$ cat src/rtl/hazard_forward_unit_if.sv
// hazard_forward_unit_if
//   Groups the decode-side issue/operand signals and the forwarding/stall
//   results of hazard_forward_unit into one bundle.
//
//   Issue handshake: issue_valid is the producer's valid and !stall acts as the
//   consumer's ready. An instruction is accepted into stage 1 on a rising edge
//   only when issue_valid=1, stall=0 and flush=0. A stalled instruction must be
//   held unchanged by decode until stall drops.
//
//   master : decode side (drives issue/operand info, reads results)
//   slave  : hazard_forward_unit
interface hazard_forward_unit_if #(
  parameter int REG_BITS = 5,
  parameter int NSRC     = 2,
  parameter int DEPTH    = 3
);
  localparam int SEL_W = $clog2(DEPTH + 1);

  logic                     flush;
  logic                     issue_valid;
  logic [REG_BITS-1:0]      issue_dst;
  logic                     issue_we;
  logic                     issue_is_load;
  logic [NSRC*REG_BITS-1:0] src_reg;
  logic [NSRC-1:0]          src_used;
  logic [NSRC*SEL_W-1:0]    fwd_sel;
  logic                     stall;
  logic [15:0]              stall_count;

  modport master (
    output flush, issue_valid, issue_dst, issue_we, issue_is_load,
    output src_reg, src_used,
    input  fwd_sel, stall, stall_count
  );

  modport slave (
    input  flush, issue_valid, issue_dst, issue_we, issue_is_load,
    input  src_reg, src_used,
    output fwd_sel, stall, stall_count
  );
endinterface

$ cat src/rtl/hazard_forward_unit.sv
// hazard_forward_unit
//   Tracks DEPTH in-flight pipeline stages (stage 1 = EX ... stage DEPTH = WB)
//   and, for every source operand of the instruction in decode, selects the
//   youngest in-flight producer to forward from, or requests a stall when that
//   producer is a load whose data is not available yet.
//
// Ports
//   clock    : single clock, all state on the rising edge
//   reset_n  : asynchronous active-low reset, clears stage valids and counter
//   bus      : hazard_forward_unit_if.slave
//                flush        - kill every in-flight entry on the next edge
//                issue_*      - decode instruction description
//                src_reg/used - NSRC operands, operand i at [i*REG_BITS +: REG_BITS]
//                fwd_sel      - per operand: 0 = register file, k = stage k
//                stall        - hold decode, bubble into stage 1
//                stall_count  - saturating count of stalled cycles
module hazard_forward_unit #(
  parameter int REG_BITS   = 5,
  parameter int NSRC       = 2,
  parameter int DEPTH      = 3,
  parameter int LOAD_READY = 2
) (
  input logic               clock,
  input logic               reset_n,
  hazard_forward_unit_if.slave bus
);

  localparam int SEL_W = $clog2(DEPTH + 1);

  // Stage entries, index k = stage k.
  logic [DEPTH:1]      vld_q, vld_d;
  logic [DEPTH:1]      we_q, we_d;
  logic [DEPTH:1]      ld_q, ld_d;
  logic [REG_BITS-1:0] dst_q [1:DEPTH];
  logic [REG_BITS-1:0] dst_d [1:DEPTH];
  logic [15:0]         cnt_q, cnt_d;

  logic [NSRC*SEL_W-1:0] fwd_sel_w;
  logic [NSRC-1:0]       stall_req;
  logic                  stall_w;

  // ---------------------------------------------------------------------------
  // Forwarding select / stall request per operand.
  // Stages are scanned from oldest to youngest so the last hit recorded is the
  // youngest producer; older producers of the same register are shadowed.
  // ---------------------------------------------------------------------------
  always_comb begin
    fwd_sel_w = '0;
    stall_req = '0;
    for (int i = 0; i < NSRC; i++) begin
      logic [REG_BITS-1:0] src;
      logic                hit;
      logic                hit_ready;
      logic [SEL_W-1:0]    hit_stage;
      src       = bus.src_reg[i*REG_BITS +: REG_BITS];
      hit       = 1'b0;
      hit_ready = 1'b0;
      hit_stage = '0;
      for (int k = DEPTH; k >= 1; k--) begin
        if (vld_q[k] && we_q[k] && (dst_q[k] == src)) begin
          hit       = 1'b1;
          hit_stage = SEL_W'(k);
          // A load only has its data once it has reached LOAD_READY.
          hit_ready = !ld_q[k] || (k >= LOAD_READY);
        end
      end
      // Register 0 is hard-wired, and unused operands never need data.
      if (bus.src_used[i] && (src != '0) && hit) begin
        if (hit_ready) begin
          fwd_sel_w[i*SEL_W +: SEL_W] = hit_stage;
        end else begin
          stall_req[i] = 1'b1;
        end
      end
    end
  end

  // A flush kills the decode instruction too, so it can never stall.
  assign stall_w = bus.issue_valid && (|stall_req) && !bus.flush;

  // ---------------------------------------------------------------------------
  // Stage advance. Payload fields shift every cycle; only valid decides
  // whether an entry is live, so bubbles and flushes touch valid alone.
  // ---------------------------------------------------------------------------
  always_comb begin
    vld_d    = vld_q;
    we_d     = we_q;
    ld_d     = ld_q;
    dst_d    = dst_q;
    vld_d[1] = bus.issue_valid && !stall_w;
    we_d[1]  = bus.issue_we;
    ld_d[1]  = bus.issue_is_load;
    dst_d[1] = bus.issue_dst;
    for (int k = 2; k <= DEPTH; k++) begin
      vld_d[k] = vld_q[k-1];
      we_d[k]  = we_q[k-1];
      ld_d[k]  = ld_q[k-1];
      dst_d[k] = dst_q[k-1];
    end
    if (bus.flush) begin
      vld_d = '0;
    end
  end

  // Saturating stall counter; flush only matters through stall itself.
  always_comb begin
    cnt_d = cnt_q;
    if (stall_w && (cnt_q != 16'hFFFF)) begin
      cnt_d = cnt_q + 16'd1;
    end
  end

  always_ff @(posedge clock or negedge reset_n) begin
    if (!reset_n) begin
      vld_q <= '0;
      we_q  <= '0;
      ld_q  <= '0;
      for (int k = 1; k <= DEPTH; k++) begin
        dst_q[k] <= '0;
      end
      cnt_q <= 16'd0;
    end else begin
      vld_q <= vld_d;
      we_q  <= we_d;
      ld_q  <= ld_d;
      for (int k = 1; k <= DEPTH; k++) begin
        dst_q[k] <= dst_d[k];
      end
      cnt_q <= cnt_d;
    end
  end

  // With reset low every valid is already clear, so selects and stall are 0.
  assign bus.fwd_sel     = fwd_sel_w;
  assign bus.stall       = stall_w;
  assign bus.stall_count = cnt_q;

endmodule
$ cat src/flat_wrapper.sv
// flat-port wrapper written by rule: the top's interface ports become plain ports
module hazard_forward_unit_flat 
#(
  parameter int REG_BITS   = 5,
  parameter int NSRC       = 2,
  parameter int DEPTH      = 3,
  parameter int LOAD_READY = 2
)
  (clock, reset_n, bus_flush, bus_issue_valid, bus_issue_dst, bus_issue_we, bus_issue_is_load, bus_src_reg, bus_src_used, bus_fwd_sel, bus_stall, bus_stall_count);
  hazard_forward_unit_if #(.REG_BITS(REG_BITS), .NSRC(NSRC), .DEPTH(DEPTH)) bus_i ();
  input logic clock;
  input logic reset_n;
  input wire logic [$bits(bus_i.flush)-1:0] bus_flush;
  input wire logic [$bits(bus_i.issue_valid)-1:0] bus_issue_valid;
  input wire logic [$bits(bus_i.issue_dst)-1:0] bus_issue_dst;
  input wire logic [$bits(bus_i.issue_we)-1:0] bus_issue_we;
  input wire logic [$bits(bus_i.issue_is_load)-1:0] bus_issue_is_load;
  input wire logic [$bits(bus_i.src_reg)-1:0] bus_src_reg;
  input wire logic [$bits(bus_i.src_used)-1:0] bus_src_used;
  output wire logic [$bits(bus_i.fwd_sel)-1:0] bus_fwd_sel;
  output wire logic [$bits(bus_i.stall)-1:0] bus_stall;
  output wire logic [$bits(bus_i.stall_count)-1:0] bus_stall_count;
  assign bus_i.flush = bus_flush;
  assign bus_i.issue_valid = bus_issue_valid;
  assign bus_i.issue_dst = bus_issue_dst;
  assign bus_i.issue_we = bus_issue_we;
  assign bus_i.issue_is_load = bus_issue_is_load;
  assign bus_i.src_reg = bus_src_reg;
  assign bus_i.src_used = bus_src_used;
  assign bus_fwd_sel = bus_i.fwd_sel;
  assign bus_stall = bus_i.stall;
  assign bus_stall_count = bus_i.stall_count;
  hazard_forward_unit #(.REG_BITS(REG_BITS), .NSRC(NSRC), .DEPTH(DEPTH), .LOAD_READY(LOAD_READY)) u_core (.clock(clock), .reset_n(reset_n), .bus(bus_i));
endmodule
$ cat config.mk
export PLATFORM = sky130hd
export DESIGN_NAME = hazard_forward_unit_flat
export DESIGN_NICKNAME = d
export VERILOG_FILES = /design/src/rtl/hazard_forward_unit_if.sv /design/src/rtl/hazard_forward_unit.sv /design/src/flat_wrapper.sv
export SDC_FILE = /design/constraint.sdc
export NUM_CORES = 1
export LEC_CHECK = 0
export CAP_MARGIN = 10
export CORE_AREA = 2 2 69 71
export DETAILED_ROUTE_END_ITERATION = 8
export DIE_AREA = 0 0 71 73
export PLACE_DENSITY = 0.75
export SYNTH_ARGS = -nofsm -noshare
export SYNTH_HDL_FRONTEND = slang
export SYNTH_SLANG_ARGS = --single-unit
$ cat constraint.sdc
create_clock -name clock -period 1.8 [get_ports clock]
set_input_delay 0.36 -clock clock [delete_from_list [all_inputs] [get_ports clock]]
set_output_delay 0.36 -clock clock [all_outputs]
set_load 0.01 [all_outputs]
==> impl_metrics.py <==
metrics = {
    "floorplanning": {
        "initial_utilization_pct": 41.0,
        "row_count": 25,
        "die_area_mm2": 0.00518,
        "fp.dieW_um": 71,
        "chipHeight_um": 73,
        "ios": 44,
        "coreArea_mm2": 0.00454,
    },
    "worst_setup_path": {
        "endpoint_kind": "output port",
        "critPathLaunchType": "flip-flop",
        "r2r_slack_ns": -0.38,
        "cp_data_required_time_ns": 1.44,
        "cp_data_arrival_time_ns": 1.91,
        "crit_type": "reg -> out",
        "r2r_cells": 8,
        "regToRegStartpoint": "u_core.dst_d[5]",
        "r2r_end": "u_core.bus.stall_count[12]",
        "cp_max_fo": 3,
    },
    "drt": {
        "drc": 0,
        "drt_iter0_markers": 49,
        "dr.pass1.iters": 4,
        "vias_per_cell": 4.95,
        "drtAntennaViolNets": 0,
        "wl_mm": 4.22,
        "wire_per_inst_um": 13.8,
        "num_vias": 1514,
    },
    "timing": {
        "rsz0062_at_grt": "true",
        "hold_viol": 0,
        "fmax_ghz": 0.441,
        "slew_violations": 0,
        "fin_crit_ns": 2.27,
        "max_slew_margin_pct": 69.0,
        "fin_tns_setup_ns": -5.85,
        "finalWorstSetupSlack_ns": -0.467,
        "worstMarginPinSlew_ns": 0.464,
        "worst_hold_slack_ns": 0.110,
        "period_share_pct": 126,
        "clock_skew_ns": 0.00531,
        "finalSetupViolCount": 22,
    },
    "cells_and_area": {
        "final_cell_mix": "dfrtp_1 (38), buf_4 (37), clkdlybuf4s50_1 (27), xnor2_1 (23), xor2_1 (19)",
        "finalNonFillerCells": 306,
        "area_delta_synth_final_pct": 46.7,
        "final_common_cell": "dfrtp_1",
        "drive_gt1_share_pct": 25.8,
        "num-nets-final": 276,
        "diodes": 0,
    },
    "power": {
        "switching_share_pct": 24.1,
        "ir_drop_uv": 452,
        "power_density_mw_per_mm2": 605,
        "power.share.sequential_pct": 54.5,
        "power_mw": 1.65,
        "p_leak_nw": 1.19,
        "intPower_mw": 1.25,
        "p_comb_share_pct": 12.7,
        "power_switching_uw": 397,
        "clockPowerShare_pct": 32.8,
    },
    "synthesis": {
        "async_reset_ff_share_pct": 100,
        "yosysSeqAreaShare_pct": 51.1,
        "ys.flop_type": "dfrtp_1",
        "synth-edff-count": 0,
        "syn_area_per_cell_um2": 11.4,
        "ys_seq_elements": 38,
        "synthCells": 163,
        "synth_fp_nets": 187,
        "synth_area_mm2": 0.00186,
        "synth_top_cell_area_share_pct": 51.1,
        "yosysWarnings": 0,
        "yosysTopAreaCell": "dfrtp_1",
        "ys_types": 32,
        "synth_area_leaders": "dfrtp_1 (51%), xnor2_1 (11%), xor2_1 (8.9%)",
    },
    "job": {
        "maxCapViolCount": 0,
    },
    "place": {
        "hpwl_mm": 3.13,
        "pre_cts_slack_ns": -1.09,
        "place_congestion": 0.842,
        "placedCellCount": 293,
        "portBuffers": 43,
    },
    "global_routing": {
        "gr-total-overflow": 0,
        "first_global_vias": 1502,
        "grt_pass1_wl_mm": 7.02,
        "antenna_found_initial": 0,
        "grt_start_max_net_pins": 39,
        "track_usage_pct": 17.6,
    },
    "outcome": {
        "status": "finished, violations left",
        "violations": "negative setup slack",
    },
    "min_path": {
        "hp-class": "in -> async",
    },
    "clock_network": {
        "cts-root-buf": "clkbuf_8",
        "cts_tree": "yes",
        "hold_buffers": 0,
        "cts.clk_slew.worst_paths_ns": 0.07,
        "htreeDepth": 2,
        "cts_max_path_buffers": 2,
        "clock_latency_ns": 0.28,
        "clock-sinks": 38,
        "cts_inserted_buffers": 5,
    },
}
==> worst max-delay path by stage <==
stage | startpoint | end | slack, ns
after floorplan | u_core.dst_d[9] | bus_stall | -0.14
after detailed placement | bus_src_reg[8] | bus_fwd_sel[2] | -1.09
after global placement | bus_src_reg[8] | bus_fwd_sel[2] | -1.07
after global routing | u_core.dst_q[3] | bus_fwd_sel[0] | -0.56
after CTS | u_core.dst_d[7] | bus_stall | -0.56
final | u_core.dst_d[5] | bus_stall | -0.47
==> cells in the mapped netlist (2+ instances only) <==
master,count
a21oi_1,6
and3_1,5
dfrtp_1,38
inv_1,2
nand2_1,5
nand2b_1,4
nand3_1,5
nand3b_1,2
nand4_1,16
nand4b_1,2
nor2_1,7
nor2b_1,3
nor3_1,3
nor4_1,3
o21ai_2,2
or3_1,2
or4_1,2
xnor2_1,24
xor2_1,19
==> power groups by stage <==
| stage | registers, mW | clock network [mW] | logic [mW] |
|---|---|---|---|
| CTS | 0.900 | 0.559 | 0.209 |
| floorplan | 0.915 | 0 | 0.0709 |
| finish | 0.901 | 0.542 | 0.210 |
| global route | 0.903 | 0.593 | 0.231 |
| detailed placement | 0.917 | 0 | 0.208 |
| global placement | 0.916 | 0 | 0.205 |
==> layer usage <==
| metal | track usage, % | wire length (um) | vias up |
|---|---|---|---|
| li1 | - | - | 756 |
| met1 | 25.3 | 1980 | 716 |
| met2 | 26.6 | 2020 | 40 |
| met3 | 2.90 | 187 | 2 |
| met4 | 7.55 | 29 | 0 |
| met5 | 0 | 0 | - |
==> worst max-delay path, cell delays in order (launching register included) <==
cell     delay, ns
dfrtp_1       0.40
xor2_1        0.16
nor4_1        0.30
nand4_1       0.22
buf_4         0.20
o22ai_4       0.09
and2_4        0.16
buf_6         0.09
==> cells by family after synthesis <==
logic type	synth area share, %
compound gates	3.63
xor+xnor	20.2
fa+ha+maj	0.672
buf+inv	1.01
flops	51.1
mux	1.41
simple gates	22.0
==> cell type report <==
cell class / instances / area, um^2
Multi-Input combinational cell: 122 / 917
Inverter: 2 / 7.51
Tap cell: 54 / 67.6
Fill cell: 362 / 1800
Clock inverter: 2 / 10.0
Sequential cell: 38 / 951
Clock buffer: 5 / 68.8
Timing Repair Buffer: 83 / 709
==> repair_timing <==
item                                    CTS  global route
endpoints found under the setup margin   22            22
resized for setup                        35             3
pin swaps                                11             2
setup buffers                             5             1
gates cloned                              0             0
==> state kept, by name, summed over array words and instances, names as in the netlist <==
| signal | flops |
|---|---|
| u_core.dst_q | 5 |
| u_core.we_q | 3 |
| u_core.bus.stall_count | 16 |
| u_core.dst_d | 10 |
| u_core.ld_q | 1 |
| u_core.vld_q | 3 |
==> per-stage QoR <==
stage,cell area (um^2),util [%]
after CTS,2710,59.8
after global placement,2600,57.4
after detailed placement,2600,57.4
after global routing,2730,60.2
final,2730,60.2
after floorplan,1860,-
(Power assumes the default switching activity.)
